--- src/rtl/parallel2sequence.sv ---
// Purpose : serialise a 32-bit word of four signed 8-bit lanes into bytes, lane0 ([31:24]) first.
// Latency : 1 cycle from input transfer to the first valid byte; sustains 1 byte per cycle.
// Backpres: a one-word pending register lets a new word be taken while a word drains; ready_o
//           drops only when both shift and pending registers hold words.
// Ports   : clk/rst_n (async active-low); data_i/valid_i/ready_o upstream word handshake;
//           data_o/valid_o/ready_i/last_o downstream byte handshake; read_signal = one-cycle
//           registered prefetch request, issued the cycle after lane1 leaves.
module parallel2sequence (
    input  logic               clk,
    input  logic               rst_n,
    input  logic [31:0]        data_i,
    input  logic               valid_i,
    output logic               ready_o,
    output logic signed [7:0]  data_o,
    output logic               valid_o,
    input  logic               ready_i,
    output logic               last_o,
    output logic               read_signal
);

    typedef enum logic [1:0] {
        EMPTY = 2'd0,
        BUSY  = 2'd1,
        FULL  = 2'd2
    } state_t;

    state_t      state, state_nxt;
    logic [31:0] sr, sr_nxt;
    logic [31:0] pr, pr_nxt;
    logic [1:0]  idx, idx_nxt;

    logic in_xfer;
    logic out_xfer;
    logic final_out;

    // Handshake outputs are decoded from state alone so no combinational
    // path exists from valid_i/ready_i to ready_o/valid_o.
    assign ready_o   = (state != FULL);
    assign valid_o   = (state != EMPTY);
    assign data_o    = sr[31:24];
    assign last_o    = valid_o && (idx == 2'd3);

    assign in_xfer   = valid_i && ready_o;
    assign out_xfer  = valid_o && ready_i;
    assign final_out = out_xfer && (idx == 2'd3);

    always_comb begin
        state_nxt = state;
        sr_nxt    = sr;
        pr_nxt    = pr;
        idx_nxt   = idx;

        // Non-final byte accepted downstream: advance to the next lane.
        if (out_xfer && !final_out) begin
            sr_nxt  = {sr[23:0], 8'h00};
            idx_nxt = idx + 2'd1;
        end

        case (state)
            EMPTY: begin
                if (in_xfer) begin
                    sr_nxt    = data_i;
                    idx_nxt   = 2'd0;
                    state_nxt = BUSY;
                end
            end
            BUSY: begin
                if (final_out) begin
                    idx_nxt = 2'd0;
                    if (in_xfer) begin
                        // Reload straight into the shift register: no bubble.
                        sr_nxt    = data_i;
                        state_nxt = BUSY;
                    end else begin
                        sr_nxt    = 32'h0;
                        state_nxt = EMPTY;
                    end
                end else if (in_xfer) begin
                    pr_nxt    = data_i;
                    state_nxt = FULL;
                end
            end
            FULL: begin
                // ready_o is low here, so only the drain side can move.
                if (final_out) begin
                    sr_nxt    = pr;
                    pr_nxt    = 32'h0;
                    idx_nxt   = 2'd0;
                    state_nxt = BUSY;
                end
            end
            default: begin
                state_nxt = EMPTY;
                sr_nxt    = 32'h0;
                pr_nxt    = 32'h0;
                idx_nxt   = 2'd0;
            end
        endcase
    end

    always_ff @(posedge clk or negedge rst_n) begin
        if (!rst_n) begin
            state       <= EMPTY;
            sr          <= 32'h0;
            pr          <= 32'h0;
            idx         <= 2'd0;
            read_signal <= 1'b0;
        end else begin
            state       <= state_nxt;
            sr          <= sr_nxt;
            pr          <= pr_nxt;
            idx         <= idx_nxt;
            // Pulse after lane1 is taken so upstream has two byte-times to
            // fetch the next word before the current one finishes.
            read_signal <= out_xfer && (idx == 2'd1);
        end
    end

endmodule

--- config.mk ---
export PLATFORM = sky130hd
export DESIGN_NAME = parallel2sequence
export DESIGN_NICKNAME = d
export VERILOG_FILES = /design/src/rtl/parallel2sequence.sv
export SDC_FILE = /design/constraint.sdc
export NUM_CORES = 1
export LEC_CHECK = 0
export CORE_AREA = 2 2 101 103
export CTS_CLUSTER_SIZE = 16
export DETAILED_ROUTE_END_ITERATION = 8
export DIE_AREA = 0 0 103 105
export GPL_ROUTABILITY_DRIVEN = 0
export PLACE_DENSITY_LB_ADDON = 0.3
export SLEW_MARGIN = 20
export SYNTH_ARGS = -nofsm -noshare
export SYNTH_HDL_FRONTEND = slang
export SYNTH_SLANG_ARGS = --single-unit
--- constraint.sdc ---
create_clock -name clk -period 2.4 [get_ports clk]
set_input_delay 0.36 -clock clk [delete_from_list [all_inputs] [get_ports clk]]
set_output_delay 0.36 -clock clk [all_outputs]
set_load 0.01 [all_outputs]
# --- Word-level counts from Yosys, hierarchy flattened ---
# Index checks and enable logic that the tools add are counted.
totals:
  register_bits: 69
  inputBits: 36
  out_inout_bits: 12
  elab_cells: 49
op_classes:
  add_sub_neg: 1
  n_eq_ne: 10
  n_mux: 20
  n_bitwise: 1
  reduce_logical: 12
op_table:
  columns: ["cell", "n"]
  rows:
  - ["$mux W32", 8]
  - ["$pmux W32 S3", 2]
  - ["$mux W2", 7]
  - ["$ne A2 B2 Y1 const B", 5]
  - ["$logic_and A1 B1 Y1", 6]
  - ["$pmux W2 S3", 1]
  - ["$eq A2 B1 Y1 const B", 2]
  - ["$eq A2 B2 Y1 const B", 2]
  - ["$pmux W2 S2", 1]
  - ["$reduce_and A4 Y1", 1]
  - ["$ne A3 B3 Y1 const B", 1]
  - ["$reduce_and A3 Y1", 1]
  - ["$add A2 B1 Y2 const B", 1]
  - ["$logic_not A2 Y1", 1]
  - ["$reduce_bool A2 Y1", 1]
  - ["$reduce_or A2 Y1", 1]
  - ["$logic_not A1 Y1", 1]
  - ["$mux W1", 1]
  - ["$not A1 Y1", 1]

# --- Logic depth before layout (Yosys ltp) ---
# Gate-level depths: netlist (run 1).
depth:
  word_depth: 8
  depth_mapped: 9
  mapped_depth_nobuf: 6

# --- Worst setup path after synthesis (run 1) ---
# OpenSTA, ideal clock, no wires.
synth_timing:
  path_kind: "register -> register"
  start: "register state[0]"
  end: "register pr[16]"
  arrival_ns: 1.766
  required_ns: 2.279
  path_slack_ns: 0.513
  path_stages_with_launch: 9
  n_path_buf: 3
  synth_period_minus_slack_ns: 1.887
  cell_sequence: "dfrtp_1 inv_1 ha_1 buf_6 a31o_1 buf_6 a221o_1 buf_6 a22o_1"
synth_between:
  elab_chain_cells: 5
  word_cells_on_any_way: 14
synth_lines:
  columns: ["item", "line_no", "rtl"]
  rows:
  - ["start: declaration", "27", "state_t state, state_nxt;"]
  - ["start signal: assignment", "109", "state <= state_nxt;"]
  - ["$reduce_bool A2 Y1", "39", "assign valid_o = (state != EMPTY);"]
  - ["$logic_and A1 B1 Y1", "44", "assign out_xfer = valid_o && ready_i;"]
  - ["$logic_and A1 B1 Y1", "45", "assign final_out = out_xfer && (idx == 2'd3);"]
  - ["$ne A2 B2 Y1 (no source line)", null, null]
  - ["$reduce_and A4 Y1 (no source line)", null, null]
  - ["end signal: assignment", "111", "pr <= pr_nxt;"]
  - ["end: declaration", "29", "logic [31:0] pr, pr_nxt;"]
# Parallel ways exist; a longest one is shown, timed or not.
# A chain may end at the register's enable or synchronous reset.

# --- Worst setup path in the final report (run 1) ---
layout_timing:
  start: "register state[0]"
  end: "output port valid_o"
layout_between:
  elab_chain_cells: 1
layout_lines:
  columns: ["item", "line_no", "rtl"]
  rows:
  - ["$reduce_bool A2 Y1", "39", null]
  - ["end: declaration", "15", "output logic valid_o,"]
# No other way between the ends.

==> flow_metrics.py, run 1 <==
metrics = {
    "drt": {
        "viasPerCell": 5.67,
        "drtPass1Iterations": 4,
        "post_drt_wl_per_cell_um": 17.0,
        "drcViolationCount": 0,
        "vias": 3239,
        "ant_nets": 0,
        "drtIter0Drc": 177,
        "wirelength_um": 9720,
    },
    "worst_setup_path": {
        "worst_setup_path_end_kind": "output pin",
        "worst_path_largest_cell_delay_ns": 0.58,
        "crit_slowest_cell": "clkdlybuf4s50_1",
        "cp_max_fo": 11,
        "cp_cell_sequence": "inv_1, ha_2, inv_1, clkdlybuf4s50_1",
        "criticalPathCategory": "flip-flop to output pin",
        "crit_family": "buffers and inverters",
        "startpoint_type": "flip-flop",
        "arrival_ns": 1.85,
        "critPathBufInv": 3,
        "cp_common_cell": "inv_1",
        "required_ns": 2.04,
    },
    "run": {
        "cap_viol_max_count": 0,
    },
    "die": {
        "fp.dieW_um": 103,
        "die_y_um": 105,
        "ios": 48,
        "core-area_sq_um": 9640,
        "rows": 36,
        "initial_core_util_pct": 38.6,
        "die_area_sq_um": 10800,
    },
    "synth": {
        "synth_nets": 440,
        "synth_warnings": 0,
        "syn_area_per_cell_sq_um": 9.36,
        "syn_inst": 398,
        "async_flop_share_pct": 100,
        "synthDistinctLibCells": 37,
        "ys_seq_area_share_pct": 46.4,
        "synthFlopType": "dfrtp_1",
        "synth_edf_count": 0,
        "synth.area.top_cells": "dfrtp_1 46%, a22o_1 13%, nand2_1 10%, a22oi_1 3.6%, a21oi_1 3.2%",
        "netlist_area_sq_um": 3720,
        "yosys.area.top_type_share_pct": 46.4,
        "ys_seq_elements": 69,
        "synth_top_cell_by_area": "dfrtp_1",
    },
    "power_and_ir_drop": {
        "power_switching_mw": 2.24,
        "combPwrFrac_pct": 46.4,
        "p_total_mw": 5.44,
        "pwr-share-clk_pct": 18.0,
        "power.leakage_nw": 1.94,
        "p_sw_share_pct": 41.2,
        "vdd_ir_drop_max_uv": 670,
        "internal-power_mw": 3.20,
        "power_density_nw_per_um2": 1210,
        "p_seq_share_pct": 35.7,
    },
    "sta": {
        "rsz0062_at_grt": "no",
        "hold_viol": 0,
        "finClkSkew_ns": 0.0104,
        "fmax_mhz": 452,
        "setup_violations": 0,
        "maxSlewViolCount": 0,
        "max_slew.worst_pin.slew_ns": 1.00,
        "max_slew_margin_pct": 33.2,
        "period_share_pct": 92.2,
        "period_needed_ns": 2.21,
        "finalSetupTns_ns": 0,
    },
    "finish": {
        "diodes": 0,
        "syn_to_final_growth_pct": 20.4,
        "fin_nets": 475,
        "drive_gt1_share_pct": 9.82,
        "fillCellCount": 969,
    },
    "clock_network": {
        "clk_latency_ns": 0.35,
        "cts_tree": "yes",
        "htree_levels": 3,
        "postCtsSetupRepairBufs": 0,
        "cts.reportedPaths.clkPinSlew_ns": 0.08,
        "clock_path_buffers": 2,
        "cts_inserted_buffers": 9,
        "cts-root-buf": "clkbuf_8",
        "cts_sinks": 69,
    },
    "placement": {
        "place_hpwl_um": 6190,
        "port_buffers": 47,
    },
    "grt": {
        "antenna_found_initial": 0,
        "grt_overflow": 0,
        "grt_pass1_vias": 3220,
        "grt_max_degree": 36,
        "grt.total_usage_pct": 18.8,
        "grt_pass1_wl_um": 16200,
    },
    "outcome": {
        "status": "finished clean",
    },
    "hold_path": {
        "hold_class": "input port to async pin",
    },
}
flip-flops by register name (all words and copies together), names as in the netlist:
| name | count |
|---|---|
| idx | 2 |
| sr | 32 |
| pr | 32 |
| state | 2 |
| read_signal | 1 |
path summary, 6_finish.rpt:
kind	from	to	slack [ns]	depth (start not counted)
max in group asynchronous	rst_n	sr[22]	1.61	2
worst max-delay path	state[0]	valid_o	0.19	4
min in group clk	pr[1]	pr[1]	0.49	2
worst min register to register	pr[1]	pr[1]	0.49	2
worst min-delay path	rst_n	sr[25]	0.09	1
worst max register to register	state[0]	sr[0]	0.30	7
synth_stat cells, types with 2 or more instances:
cell,number
nand2_1,99
dfrtp_1,69
a22o_1,56
a21oi_1,24
a22oi_1,18
buf_2,18
nor2_1,14
clkbuf_1,11
nand3_1,9
a21o_1,8
a222oi_1,8
a32oi_1,8
buf_4,8
o21ai_0,7
ha_1,6
inv_1,5
buf_6,4
nor2b_1,3
a31oi_1,2
and3b_1,2
buf_1,2
o21ai_1,2
power by group through the flow:
stage | registers, mW | clock network (mW) | logic, mW
4_1_cts | 1.93 | 1.01 | 2.51
5_1_grt | 1.99 | 1.05 | 2.79
6_report | 1.94 | 0.977 | 2.52
3_3_place_gp | 1.93 | 0 | 2.45
2_1_floorplan | 1.86 | 0 | 1.88
3_5_place_dp | 1.95 | 0 | 2.50
worst reg2reg max path: cells and delay by family (launching register included):
| family | cells | cell delay [ns] |
|---|---|---|
| buffers and inverters | 2 | 0.27 |
| flip-flops | 1 | 0.39 |
| AO/OA/AOI/OAI | 1 | 0.23 |
| AND/OR/NAND/NOR | 3 | 0.83 |
| adder cells (fa/ha/maj) | 1 | 0.31 |
kinds of logic (layout without fill, tap and decap cells):
group / after synthesis / after routing / synth area share [%]
adders and majority gates: 6 / 6 / 2.02
and+or+nand+nor: 134 / 134 / 15.1
xor gates and xnor gates: 1 / 1 / 0.235
muxes: 1 / 1 / 0.302
DFF: 69 / 69 / 46.4
buffers and inverters: 48 / 88 / 7.05
AOI/OAI and AO/OA: 139 / 139 / 28.9
final cells by class:
cell class / count / area, sq um / area share [%]
Clock buffer: 11 / 141 / 3.15
Sequential cell: 69 / 1730 / 38.5
Clock inverter: 5 / 60.1 / 1.34
Inverter: 5 / 18.8 / 0.419
Timing Repair Buffer: 67 / 628 / 14.0
Multi-Input combinational cell: 281 / 1740 / 38.9
Tap cell: 133 / 166 / 3.71
metrics by stage:
step	utilization, %	setup slack (ns)	instances	hold WS (ns)	area, sq um
2_1_floorplan	-	0.513	398	0.0644	3720
3_3_place_gp	44.4	0.155	555	0.463	4280
3_5_place_dp	44.4	0.163	555	0.471	4280
4_1_cts	46.4	0.0464	571	0.120	4480
5_1_grt	46.5	0.0856	571	0.159	4480
6_report	46.5	0.187	571	0.0937	4480
layer usage:
layer  global-route usage [%]  up-vias  wire length, um
met1                     25.4     1604             4440
li1                         -     1511                -
met4                     5.17        0               60
met3                     4.15        7              628
met5                        0        -                0
met2                     30.2      117             4590
cells in the final DEF, fill, tap and decap left out, types with 2 or more instances in the layout:
master           count
dfrtp_1             69
nor2b_1              3
clkinv_4             2
a31oi_1              2
nand2_1             99
a21oi_1             24
a22oi_1             17
inv_1                5
a32oi_1              8
buf_4               19
a222oi_1             8
and3b_1              2
a22o_1              56
nor2_1              14
nand3_1              9
clkdlybuf4s50_1     46
o21ai_0              7
o21ai_1              2
ha_1                 5
a21o_1               8
clkbuf_8            10
repair_timing:
action / CTS / global route
resized for setup: 0 / 2
setup endpoints to repair: 0 / 7
hold buffers: 0 / 0
(Power assumes the default switching activity.)
==> inputs of run 2 (changes only) <==
Settings changed: HOLD_SLACK_MARGIN from default to 0.02.
==> results of run 2 <==
Same layout as run 1: the final DEF is identical, and so are final timing and power.
==> inputs of run 3 (changes only) <==
Settings changed: HOLD_SLACK_MARGIN 0.02 to default.
==> results of run 3 <==
Same layout as run 1: the final DEF is identical, and so are final timing and power.
